===== src/rtl/pipe_hazard_ctrl_pkg.sv =====
// Shared types and constants for the pipeline stall/flush sequencer.
package pipe_hazard_ctrl_pkg;

    typedef enum logic [1:0] {
        StRun    = 2'd0,
        StMulti  = 2'd1,
        StHalted = 2'd2
    } hz_state_e;

    localparam int unsigned DefaultMultiLat = 4;

    // Instruction word the pipe registers load when cleared.
    localparam logic [11:0] PipeNop = 12'hB11;

    typedef struct packed {
        logic pc_we;
        logic fd_we;
        logic fd_clr;
        logic de_we;
        logic de_clr;
        logic ec_we;
        logic ec_clr;
    } pipe_ctrl_t;

    localparam pipe_ctrl_t CtrlRun    = '{pc_we: 1'b1, fd_we: 1'b1, fd_clr: 1'b0, de_we: 1'b1,
                                          de_clr: 1'b0, ec_we: 1'b1, ec_clr: 1'b0};
    localparam pipe_ctrl_t CtrlFreeze = '{default: 1'b0};
    localparam pipe_ctrl_t CtrlMulti  = '{pc_we: 1'b0, fd_we: 1'b0, fd_clr: 1'b0, de_we: 1'b0,
                                          de_clr: 1'b0, ec_we: 1'b1, ec_clr: 1'b1};
    localparam pipe_ctrl_t CtrlFlush  = '{pc_we: 1'b1, fd_we: 1'b1, fd_clr: 1'b1, de_we: 1'b1,
                                          de_clr: 1'b1, ec_we: 1'b1, ec_clr: 1'b0};
    localparam pipe_ctrl_t CtrlBubble = '{pc_we: 1'b0, fd_we: 1'b0, fd_clr: 1'b0, de_we: 1'b1,
                                          de_clr: 1'b1, ec_we: 1'b1, ec_clr: 1'b0};

endpackage


===== src/rtl/pipe_hazard_detect.sv =====
// Combinational load-use comparator: decode reads a register an execute-stage load writes.
module pipe_hazard_detect (
    input  logic [3:0] src1_addr_i,
    input  logic [3:0] src2_addr_i,
    input  logic [1:0] src_used_i,
    input  logic       mem_load_i,
    input  logic       reg_write_en_i,
    input  logic [3:0] reg_write_addr_i,
    output logic       load_use_o
);

    logic src1_hit, src2_hit;

    assign src1_hit   = src_used_i[0] && (src1_addr_i == reg_write_addr_i);
    assign src2_hit   = src_used_i[1] && (src2_addr_i == reg_write_addr_i);
    assign load_use_o = mem_load_i && reg_write_en_i && (src1_hit || src2_hit);

endmodule


===== src/rtl/pipe_hazard_ctrl.sv =====
// Stall/flush sequencer for the fetch/decode/execute/commit pipe.
// Define PIPE_PERF_CNT_EN to add saturating stall/flush performance counters.
module pipe_hazard_ctrl
    import pipe_hazard_ctrl_pkg::*;
#(
    parameter int unsigned MULTI_LAT = DefaultMultiLat,
    parameter int unsigned CNT_W     = 3
) (
    input  logic       clk,
    input  logic       rst,
    input  logic [3:0] src1_addr_D,
    input  logic [3:0] src2_addr_D,
    input  logic [1:0] src_used_D,
    input  logic       mem_load_E,
    input  logic       reg_write_en_E,
    input  logic [3:0] reg_write_addr_E,
    input  logic       multi_start_E,
    input  logic       branch_taken_E,
    input  logic       mem_busy,
    input  logic       halt_C,
    input  logic       resume,
    output logic       pc_write_en,
    output logic       write_enable_FD,
    output logic       clear_FD,
    output logic       write_enable_DE,
    output logic       clear_DE,
    output logic       write_enable_EC,
    output logic       clear_EC,
    output logic       halted
`ifdef PIPE_PERF_CNT_EN
    ,
    output logic [15:0] stall_cycles,
    output logic [15:0] flush_count
`endif
);

    localparam logic [CNT_W-1:0] CntLoad = (MULTI_LAT > 1) ? CNT_W'(MULTI_LAT - 2) : '0;

    hz_state_e        state_q, state_d;
    logic [CNT_W-1:0] cnt_q, cnt_d;
    pipe_ctrl_t       ctrl;
    logic             load_use;
    logic             branch_flush;

    pipe_hazard_detect u_detect (
        .src1_addr_i      (src1_addr_D),
        .src2_addr_i      (src2_addr_D),
        .src_used_i       (src_used_D),
        .mem_load_i       (mem_load_E),
        .reg_write_en_i   (reg_write_en_E),
        .reg_write_addr_i (reg_write_addr_E),
        .load_use_o       (load_use)
    );

    always_ff @(posedge clk or posedge rst) begin
        if (rst) begin
            state_q <= StRun;
            cnt_q   <= '0;
        end else begin
            state_q <= state_d;
            cnt_q   <= cnt_d;
        end
    end

    always_comb begin
        state_d      = state_q;
        cnt_d        = cnt_q;
        ctrl         = CtrlRun;
        halted       = 1'b0;
        branch_flush = 1'b0;
        if (rst) begin
            ctrl = CtrlFreeze;
        end else if (state_q == StHalted) begin
            ctrl   = CtrlFreeze;
            halted = 1'b1;
            if (resume) state_d = StRun;
        end else if (mem_busy) begin
            ctrl = CtrlFreeze;
        end else if (state_q == StRun && halt_C) begin
            ctrl    = CtrlFreeze;
            state_d = StHalted;
        end else if (state_q == StMulti) begin
            // Counter at zero is the release cycle; hazards are not looked at here.
            if (cnt_q != '0) begin
                ctrl  = CtrlMulti;
                cnt_d = cnt_q - CNT_W'(1);
            end else begin
                state_d = StRun;
            end
        end else if (multi_start_E && (MULTI_LAT > 1)) begin
            ctrl    = CtrlMulti;
            cnt_d   = CntLoad;
            state_d = StMulti;
        end else if (branch_taken_E) begin
            ctrl         = CtrlFlush;
            branch_flush = 1'b1;
        end else if (load_use) begin
            ctrl = CtrlBubble;
        end
    end

    assign pc_write_en     = ctrl.pc_we;
    assign write_enable_FD = ctrl.fd_we;
    assign clear_FD        = ctrl.fd_clr;
    assign write_enable_DE = ctrl.de_we;
    assign clear_DE        = ctrl.de_clr;
    assign write_enable_EC = ctrl.ec_we;
    assign clear_EC        = ctrl.ec_clr;

`ifdef PIPE_PERF_CNT_EN
    logic [15:0] stall_cycles_q, flush_count_q;

    always_ff @(posedge clk or posedge rst) begin
        if (rst) begin
            stall_cycles_q <= '0;
            flush_count_q  <= '0;
        end else begin
            if (!pc_write_en && state_q != StHalted && stall_cycles_q != 16'hFFFF) begin
                stall_cycles_q <= stall_cycles_q + 16'd1;
            end
            if (branch_flush && flush_count_q != 16'hFFFF) begin
                flush_count_q <= flush_count_q + 16'd1;
            end
        end
    end

    assign stall_cycles = stall_cycles_q;
    assign flush_count  = flush_count_q;
`endif

endmodule


===== config.mk =====
export PLATFORM = sky130hd
export DESIGN_NAME = pipe_hazard_ctrl
export DESIGN_NICKNAME = d
export VERILOG_FILES = /design/src/rtl/pipe_hazard_ctrl_pkg.sv /design/src/rtl/pipe_hazard_detect.sv /design/src/rtl/pipe_hazard_ctrl.sv
export SDC_FILE = /design/constraint.sdc
export NUM_CORES = 1
export LEC_CHECK = 0
export ABC_CLOCK_PERIOD_IN_PS = 2320
export BUFFER_PORTS_ARGS = -buffer_cell sky130_fd_sc_hd__buf_2
export CAP_MARGIN = 40
export CORE_AREA = 2 2 39 41
export CTS_BUF_LIST = sky130_fd_sc_hd__clkbuf_8 sky130_fd_sc_hd__clkbuf_16
export DETAILED_ROUTE_END_ITERATION = 7
export DIE_AREA = 0 0 41 43
export GPL_TIMING_DRIVEN = 0
export PLACE_DENSITY_LB_ADDON = 0.15
export SLEW_MARGIN = 40
export SYNTH_ARGS = -nofsm -noshare
export SYNTH_HDL_FRONTEND = slang
export SYNTH_SLANG_ARGS = --single-unit

===== constraint.sdc =====
create_clock -name clk -period 2.32 [get_ports clk]
set_input_delay 0.116 -clock clk [delete_from_list [all_inputs] [get_ports clk]]
set_output_delay 0.116 -clock clk [all_outputs]
set_load 0.02 [all_outputs]

After elaboration in Yosys (flattened, before gate mapping)
Cells that the tools add are included.
{"block": "classes", "muxes": 21, "bitwise_logic": 4, "n_addsub": 1, "n_eq_ne": 8, "reduce_logical": 12}
{"cell": "$mux 7", "count": 9}
{"cell": "$mux 2", "count": 7}
{"cell": "$mux 3", "count": 3}
{"cell": "$eq 4x4->1", "count": 2}
{"cell": "$reduce_and 6->1", "count": 1}
{"cell": "$logic_and 1x1->1", "count": 5}
{"cell": "$reduce_and 5->1", "count": 1}
{"cell": "$ne 2x1->1 const B", "count": 2}
{"cell": "$ne 4x4->1 const B", "count": 1}
{"cell": "$not 1->1", "count": 4}
{"cell": "$reduce_bool 4->1", "count": 1}
{"cell": "$reduce_bool 3->1", "count": 1}
{"cell": "$sub 3x1->3 const B", "count": 1}
{"cell": "$eq 2x1->1 const B", "count": 1}
{"cell": "$eq 2x2->1 const B", "count": 1}
{"cell": "$logic_not 2->1", "count": 1}
{"cell": "$mux 1", "count": 2}
{"cell": "$ne 2x2->1 const B", "count": 1}
{"cell": "$reduce_bool 2->1", "count": 1}
{"cell": "$logic_or 1x1->1", "count": 1}
{"block": "word_totals", "output_inout_bits": 8, "reg_bits": 5}

Longest topological paths before layout
Gate-level depths: netlist of run 1.
{"block": "logic_depth", "ltp_word": 12, "mapped_depth": 7}

Hierarchy
A second synthesis of run 1 with hierarchy kept.
{"block": "hier_totals", "hier_cells": 58, "hier_area_um2": 490.5}
{"mod": "pipe_hazard_ctrl", "instances": 1, "area_per_inst_um2": 391.6, "cells_each": 46}
{"mod": "pipe_hazard_detect", "instances": 1, "area_per_inst_um2": 98.8, "cells_each": 12}

Least setup slack after synthesis of run 1
Ideal clock, no wire load.
{"block": "synth_path", "path_kind": "reg2out", "startpoint": "register cnt_q[0]", "endpoint": "output write_enable_FD", "arrival_ns": 1.624, "path_slack_ns": 0.580, "stages_incl_launch_ff": 8, "cell_sequence": "dfrtp_1 > inv_1 > ha_1 > and4bb_1 > o21bai_4 > and2_4 > a21boi_2 > buf_4"}
{"block": "synth_between", "elab_chain_len": 7}
{"element": "from (decl)", "line_no": "pipe_hazard_ctrl.sv:40", "text": "logic [CNT_W-1:0] cnt_q, cnt_d;"}
{"element": "from (signal assigned)", "line_no": "pipe_hazard_ctrl.sv:61", "text": "cnt_q <= cnt_d;"}
{"element": "$reduce_bool 3->1", "line_no": "pipe_hazard_ctrl.sv:84", "text": "if (cnt_q != '0) begin"}
{"element": "$mux 7", "line_no": "pipe_hazard_ctrl.sv:84"}
{"element": "$mux 7", "line_no": "pipe_hazard_ctrl.sv:82", "text": "end else if (state_q == StMulti) begin"}
{"element": "$mux 7", "line_no": "pipe_hazard_ctrl.sv:79", "text": "end else if (state_q == StRun && halt_C) begin"}
{"element": "$mux 7", "line_no": "pipe_hazard_ctrl.sv:77", "text": "end else if (mem_busy) begin"}
{"element": "$mux 7", "line_no": "pipe_hazard_ctrl.sv:73", "text": "end else if (state_q == StHalted) begin"}
{"element": "$mux 7", "line_no": "pipe_hazard_ctrl.sv:71", "text": "if (rst) begin"}
{"element": "to (decl)", "line_no": "pipe_hazard_ctrl.sv:23", "text": "output logic write_enable_FD,"}
No other way between the ends.

Worst setup path after layout of run 1
Same ends and word-level chain as after synthesis.

==> run metrics, run 1 <==
die area=0.001763 mm²; fmax=511.1 MHz; clk root buf=clkbuf_8; commonest non-fill, non-tap cell in the layout=buf_2; largest net degree at the start of global routing=10; Slowest-stage cell, CP=dfrtp_1; Hold Crit Start=resume; total gr overflow=0; Mapped Nets=91; Post-synth EDFFs=0; H-tree depth=1; CTS tree=built; area occupied by multi-input gates=between 300 and 400 µm²; core area=~0.0014 mm²; CTS Buf Count=3; arrival time worst endpoint=about 1.8 ns; Initial Utilization=approximately two fifths; GRT Total Usage=16.26%; final setup fails=0; Non-Filler Instances=117; max_slew headroom=between 70% and 80%; Resized Gates After CTS=0; Die Wd=approximately 40 µm; share of layout cells above drive strength 1=a little over two fifths; RSZ-0062 raised after global routing=false; crit path kind=flop to primary output; Die Y=43 µm; initial antenna violation count=0; Tcrit/Tclk final=84.34%; drt total wl=about 1.3 mm; DR vias=between 500 and 600; launch point of the worst reg-to-reg path=cnt_q[0]$_DFFE_PP0P_; most frequent cells in the layout=buf_2, inv_1, xnor2_1; register clock-pin slew on the reported worst setup and hold paths=0.04 ns; MaxCap Viol Count=0; Worst-Skew Late Latency=0.22 ns; Req. time, crit path=2.20 ns; post-DR wirelength/cell=10.97 µm; ANT nets after route=0; Distinct cells, synth=28; area taken by flip-flops and latches=125.1 µm²; critical path's top delay family=flip-flops; PD cells=855.7 mW/mm²; Avg Cell Area, Syn=~8.1 µm²; Seq/Total Area, Yosys=23.31%; ys async rst share=100.0%; Clock Sink Count=5; ANT cells=0; row count=14; DR vias/cell=just under 5; Final Skew=0.004467 ns; Worst Setup Start Kind=flop; P&R area growth vs syn=41.96%; Top FF cell, synth=dfrtp_1; Mapped Area=536.8 µm²; fillers=148; crit path time final=between 1.5 and 2 ns; Max rail drop VDD=0.0008530 V; Hold Violations, Final=0; worst min path class=input port to flop; Max Buffers Root-to-Sink=2; Worst setup EP type=primary output; DR DRC count=0; DR iter-0 viols=3; Worst Max-Slew Pin Slew=0.3177 ns; Max FO, Critical Path=4; WP buf/inv=3; DP HPWL=1.035 mm; vias in the first global route=532; dpl cells=112; Synth Warn #=0; GPL Wtd Cong=0.6730; first-pass GRT wire length=2.035 mm; crit path cell chain=inv_1, ha_1, and4bb_1, o21bai_4, and2_4, a21boi_2, buf_4, buf_2; Boundary Pins=31; IO buf count=30; Max Slew Vio Count=0; Static Leakage=0.3979 nW; R2R setup slack=0.86 ns; Synth Instances=between 60 and 70; Critical Path Max Stage Delay=0.37 ns; drt pass-1 iters=2; status=complete, no violations; nets=127; Fin Setup TNS=0 ns; crit path from=cnt_q[0]$_DFFE_PP0P_; Synth Register Bits=5
## per-layer routing
layer  global-route usage [%]  up-vias  wire length (µm)
met5                        0        -                 0
met4                    2.000        0                 0
met3                    4.712        0                82
met2                    27.81       17               661
met1                    19.67      258               539
li1                         -      300                 -
## registers in the layout (all words and copies together) (netlist names)
register  flops
cnt_q         3
state_q       2
## where the power goes
| group | leakage (nW) | internal [mW] | switching, mW |
|---|---|---|---|
| sequential | 0.0557 | 0.125 | 0.0260 |
| combinational | 0.315 | 0.166 | 0.182 |
| clock | 0.0269 | 0.113 | 0.0399 |
| total | 0.398 | 0.404 | 0.248 |
## layout make-up
cell class | count | share of cell area [%]
Tap cell | 16 | 2.627
Timing Repair Buffer | 31 | 21.02
Multi-Input combinational cell | 51 | 47.13
Clock buffer | 3 | 5.419
Buffer | 3 | 3.448
Inverter | 7 | 3.448
Clock inverter | 1 | 0.4926
Sequential cell | 5 | 16.42
## metrics by stage
step	cell area, µm²	power (mW)	hold WS [ns]	util (%)	worst slack [ns]
floorplan	536.8	0.4126	-0.09142	-	0.5801
global route	762.0	0.7175	0.2704	55.06	0.2500
detailed placement	706.9	0.4982	0.07707	51.09	0.5794
finish	762.0	0.6520	0.2105	55.06	0.3634
CTS	762.0	0.6597	0.2114	55.06	0.3457
global placement	706.9	0.4910	0.07540	51.09	0.5858
## repair_timing
action	4_1_cts	5_1_grt
buffers inserted	0	0
hold buffers	1	0
endpoints found under the hold margin	5	0
## cells in the mapped netlist (2+ instances only)
| master | number | area (µm²) |
|---|---|---|
| buf_4 | 2 | 15.01 |
| nand3_1 | 2 | 10.01 |
| nor2_1 | 5 | 18.77 |
| o21ai_0 | 3 | 15.01 |
| nand2_1 | 4 | 15.01 |
| o22ai_1 | 2 | 12.51 |
| dfrtp_1 | 5 | 125.1 |
| xnor2_1 | 8 | 70.07 |
| a31oi_1 | 5 | 31.28 |
| o21a_1 | 2 | 15.01 |
| a22o_1 | 2 | 17.52 |
| nand4_1 | 2 | 12.51 |
| inv_1 | 7 | 26.28 |
| ha_1 | 2 | 25.02 |
| nor3_1 | 2 | 10.01 |
## kinds of logic after synthesis
group,count (synthesis),share of synthesized area (%)
DFF,5,23.31
AOI/OAI and AO/OA,18,25.17
and+or+nand+nor,23,24.01
xor gates and xnor gates,8,13.05
buffers and inverters,10,9.790
adders and majority gates,2,4.661
## final timing paths
path / endpoint / cells past startpoint
max: write_enable_FD / 8
min: state_q[1]$_DFFE_PP0P_ / 4
max reg2reg: cnt_q[1]$_DFFE_PP0P_ / 6
min reg2reg: cnt_q[0]$_DFFE_PP0P_ / 1
max in group asynchronous: cnt_q[1]$_DFFE_PP0P_ / 3
min in group asynchronous: state_q[0]$_DFFE_PP0P_ / 3
## worst register-to-register path: cells and delay by family (launching register included)
kind | cells | cell delay [ns]
DFF | 1 | 0.37
adders and majority gates | 1 | 0.22
AOI/OAI and AO/OA | 3 | 0.51
and+or+nand+nor | 1 | 0.21
buffers and inverters | 1 | 0.07
Note: power is estimated with default switching activity, not from simulation.
==> inputs of run 2 (changes only) <==
--- a/config.mk
+++ b/config.mk
@@ -5,13 +5,12 @@
 export SDC_FILE = /design/constraint.sdc
 export NUM_CORES = 1
 export LEC_CHECK = 0
-export ABC_CLOCK_PERIOD_IN_PS = 2320
+export ABC_CLOCK_PERIOD_IN_PS = 1700
 export BUFFER_PORTS_ARGS = -buffer_cell sky130_fd_sc_hd__buf_2
 export CAP_MARGIN = 40
-export CORE_AREA = 2 2 39 41
+export CORE_UTILIZATION = 38
 export CTS_BUF_LIST = sky130_fd_sc_hd__clkbuf_8 sky130_fd_sc_hd__clkbuf_16
 export DETAILED_ROUTE_END_ITERATION = 7
-export DIE_AREA = 0 0 41 43
 export GPL_TIMING_DRIVEN = 0
 export PLACE_DENSITY_LB_ADDON = 0.15
 export SLEW_MARGIN = 40
==> constraint.sdc (replaced) <==
create_clock -name clk -period 1.7 [get_ports clk]
set_input_delay 0.085 -clock clk [delete_from_list [all_inputs] [get_ports clk]]
set_output_delay 0.085 -clock clk [all_outputs]
set_load 0.02 [all_outputs]
==> run metrics, run 2 (synthesis gave the netlist of run 1 again) <==
Worst-Skew Late Latency=0.22 ns (about the same); Boundary Pins=31 (unchanged); GPL Wtd Cong=0.7307 (+8.6%); nets=137 (+7.9%); Tcrit/Tclk final=104.5%; vias in the first global route=491 (-7.7%); crit path kind=flop to primary output; Clock Sink Count=5 (unchanged); crit path from=cnt_q[0]$_DFFE_PP0P_; die area=0.001567 mm² (-11%); total gr overflow=0 (unchanged); P&R area growth vs syn=66.20%; Non-Filler Instances=126 (+7.7%); DR vias/cell=5.016 (+2.1%); max_slew headroom=74.77% (-3.8 points); Reg with most FFs=cnt_q; row count=13 (-1); RSZ-0062 raised after global routing=true; Die Y=39.59 µm (-7.9%); core area=0.001301 mm² (-6.0%); Final Skew=0.0009155 ns (-0.003551 ns); Largest regs=cnt_q x3, state_q x2; Max FO, Critical Path=3 (-1); register clock-pin slew on the reported worst setup and hold paths=0.04 ns (about the same); H-tree depth=1 (unchanged); GRT Total Usage=19.72% (+3.5 points); Max Slew Vio Count=0 (unchanged); setup slack at placement=0.009550 ns (-0.5698 ns); Static Leakage=0.4498 nW (+13%); final setup fails=2 (+2); largest net degree at the start of global routing=10 (unchanged); Worst setup EP type=primary output; most frequent cells in the layout=buf_2, buf_4, xnor2_1; post-DR wirelength/cell=11.20 µm (+2.1%); failing checks=design-rule violations, negative setup slack; drt total wl=1.411 mm (+10%); crit path time final=1.776 ns; IO buf count=30 (unchanged); Pwr Total=1.086 mW (+67%); worst min path class=input port to flop; share of layout cells above drive strength 1=53.15% (+11 points); placed instance area=713.2 µm² (+0.88%); Worst R2R Path Depth=7 (+1); RR Endpoint=cnt_q[0]$_DFFE_PP0P_; drt pass-1 iters=6 (+4); initial antenna violation count=0 (unchanged); first-pass GRT wire length=2.070 mm (+1.7%); Hold Violations, Final=0 (unchanged); fillers=120 (-19%); fin worst setup slack=-0.07576 ns (-0.4391 ns); ANT nets after route=0 (unchanged); Worst Setup Start Kind=flop; R2R setup slack=0.10 ns (-0.76 ns); CTS tree=built; DR iter-0 viols=10 (+7); commonest non-fill, non-tap cell in the layout=buf_2; arrival time worst endpoint=1.69 ns (-0.15 ns); launch point of the worst reg-to-reg path=cnt_q[0]$_DFFE_PP0P_; clk root buf=clkbuf_8; PD cells=1218 mW/mm² (+42%); CTS Buf Count=3 (unchanged); dpl cells=111 (-0.89%); Critical Path End=write_enable_FD; Req. time, crit path=1.62 ns (-0.58 ns); Worst Hold Depth=4 (unchanged); DP HPWL=1.002 mm (-3.2%); ANT cells=0 (unchanged); DR DRC count=2 (+2); Initial Utilization=41.25% (+2.5 points); status=finished with violations; number of flip-flops in the largest register=3 (unchanged); Die Wd=39.59 µm (-3.5%); Max Buffers Root-to-Sink=2 (unchanged); fmax=563.1 MHz; Max rail drop VDD=0.0007990 V (-6.3%); Worst Max-Slew Pin Slew=0.3744 ns (+0.05670 ns); Finished Cell Area=892.1 µm² (+17%); MaxCap Viol Count=0 (unchanged); DR vias=632 (+9.9%)
==> run 2: cell count changes in the layout (fill, tap and decap cells not counted), moves of 2 or more <==
| cell | change |
|---|---|
| buf_2 | -3 |
| inv_2 | +2 |
| buf_6 | +4 |
| inv_1 | -2 |
| buf_4 | +9 |
==> run 2: power breakdown <==
| part | switching (mW) | internal [mW] | total [mW] |
|---|---|---|---|
| clock | 0.0580 | 0.155 | 0.213 |
| combinational | 0.307 | 0.361 | 0.668 |
| sequential | 0.0346 | 0.171 | 0.205 |
==> run 2: metal layers <==
layer  global-route usage (%)  vias up  part of all wire, %
met3                    10.80        0                  7.0
met2                    29.92       18                   50
met1                    25.77      293                   43
li1                         -      321                    -
met5                        0        -                    0
met4                        0        0                    0
==> run 2: metrics by stage <==
stage | setup TNS, ns | hold slack [ns] | utilization (%)
floorplan | 0 | -0.1224 | -
global placement | -0.0006135 | 0.04079 | 54.81
detailed placement | 0 | 0.03931 | 54.81
CTS | -0.1361 | 0.1606 | 63.65
global route | -0.3101 | 0.2000 | 68.56
finish | -0.1193 | 0.1651 | 68.56
==> run 2: critical path: stages (launching register included) <==
cell	delay, ns
dfrtp_1	0.38
inv_2	0.07
ha_4	0.15
and4bb_1	0.19
o21bai_4	0.17
and2_4	0.14
a21boi_4	0.13
buf_6	0.12
buf_6	0.12
==> run 2: timing repair <==
| action | in CTS | in global routing |
|---|---|---|
| gates resized for setup | 7 | 7 |
| hold endpoints to repair | 5 | 0 |
| hold buffers | 1 | 0 |
| pin swaps | 2 | 2 |
| buffers inserted | 5 | 5 |
| endpoints found under the setup margin | 2 | 5 |
==> run 2: how the worst min path moves through the flow <==
| stage | from | end | slack (ns) |
|---|---|---|---|
| 3_3_place_gp | rst | state_q[1]$_DFFE_PP0P_ | 0.04 |
| 6_report | resume | state_q[1]$_DFFE_PP0P_ | 0.17 |
| 3_5_place_dp | rst | state_q[1]$_DFFE_PP0P_ | 0.04 |
| 2_1_floorplan | rst | cnt_q[0]$_DFFE_PP0P_ | -0.12 |
| 4_1_cts | resume | state_q[1]$_DFFE_PP0P_ | 0.16 |
| 5_1_grt | resume | state_q[1]$_DFFE_PP0P_ | 0.20 |
==> run 2: final cells by class <==
class	count	area [µm²]	area share [%]
multi-input combinational	51	392.9	44.04
inverter	7	26.28	2.945
sequential	5	125.1	14.03
clock buffer	3	41.29	4.628
tap	15	18.77	2.104
timing repair buffer	41	250.2	28.05
clock inverter	1	3.754	0.4208
buffer	3	33.78	3.787
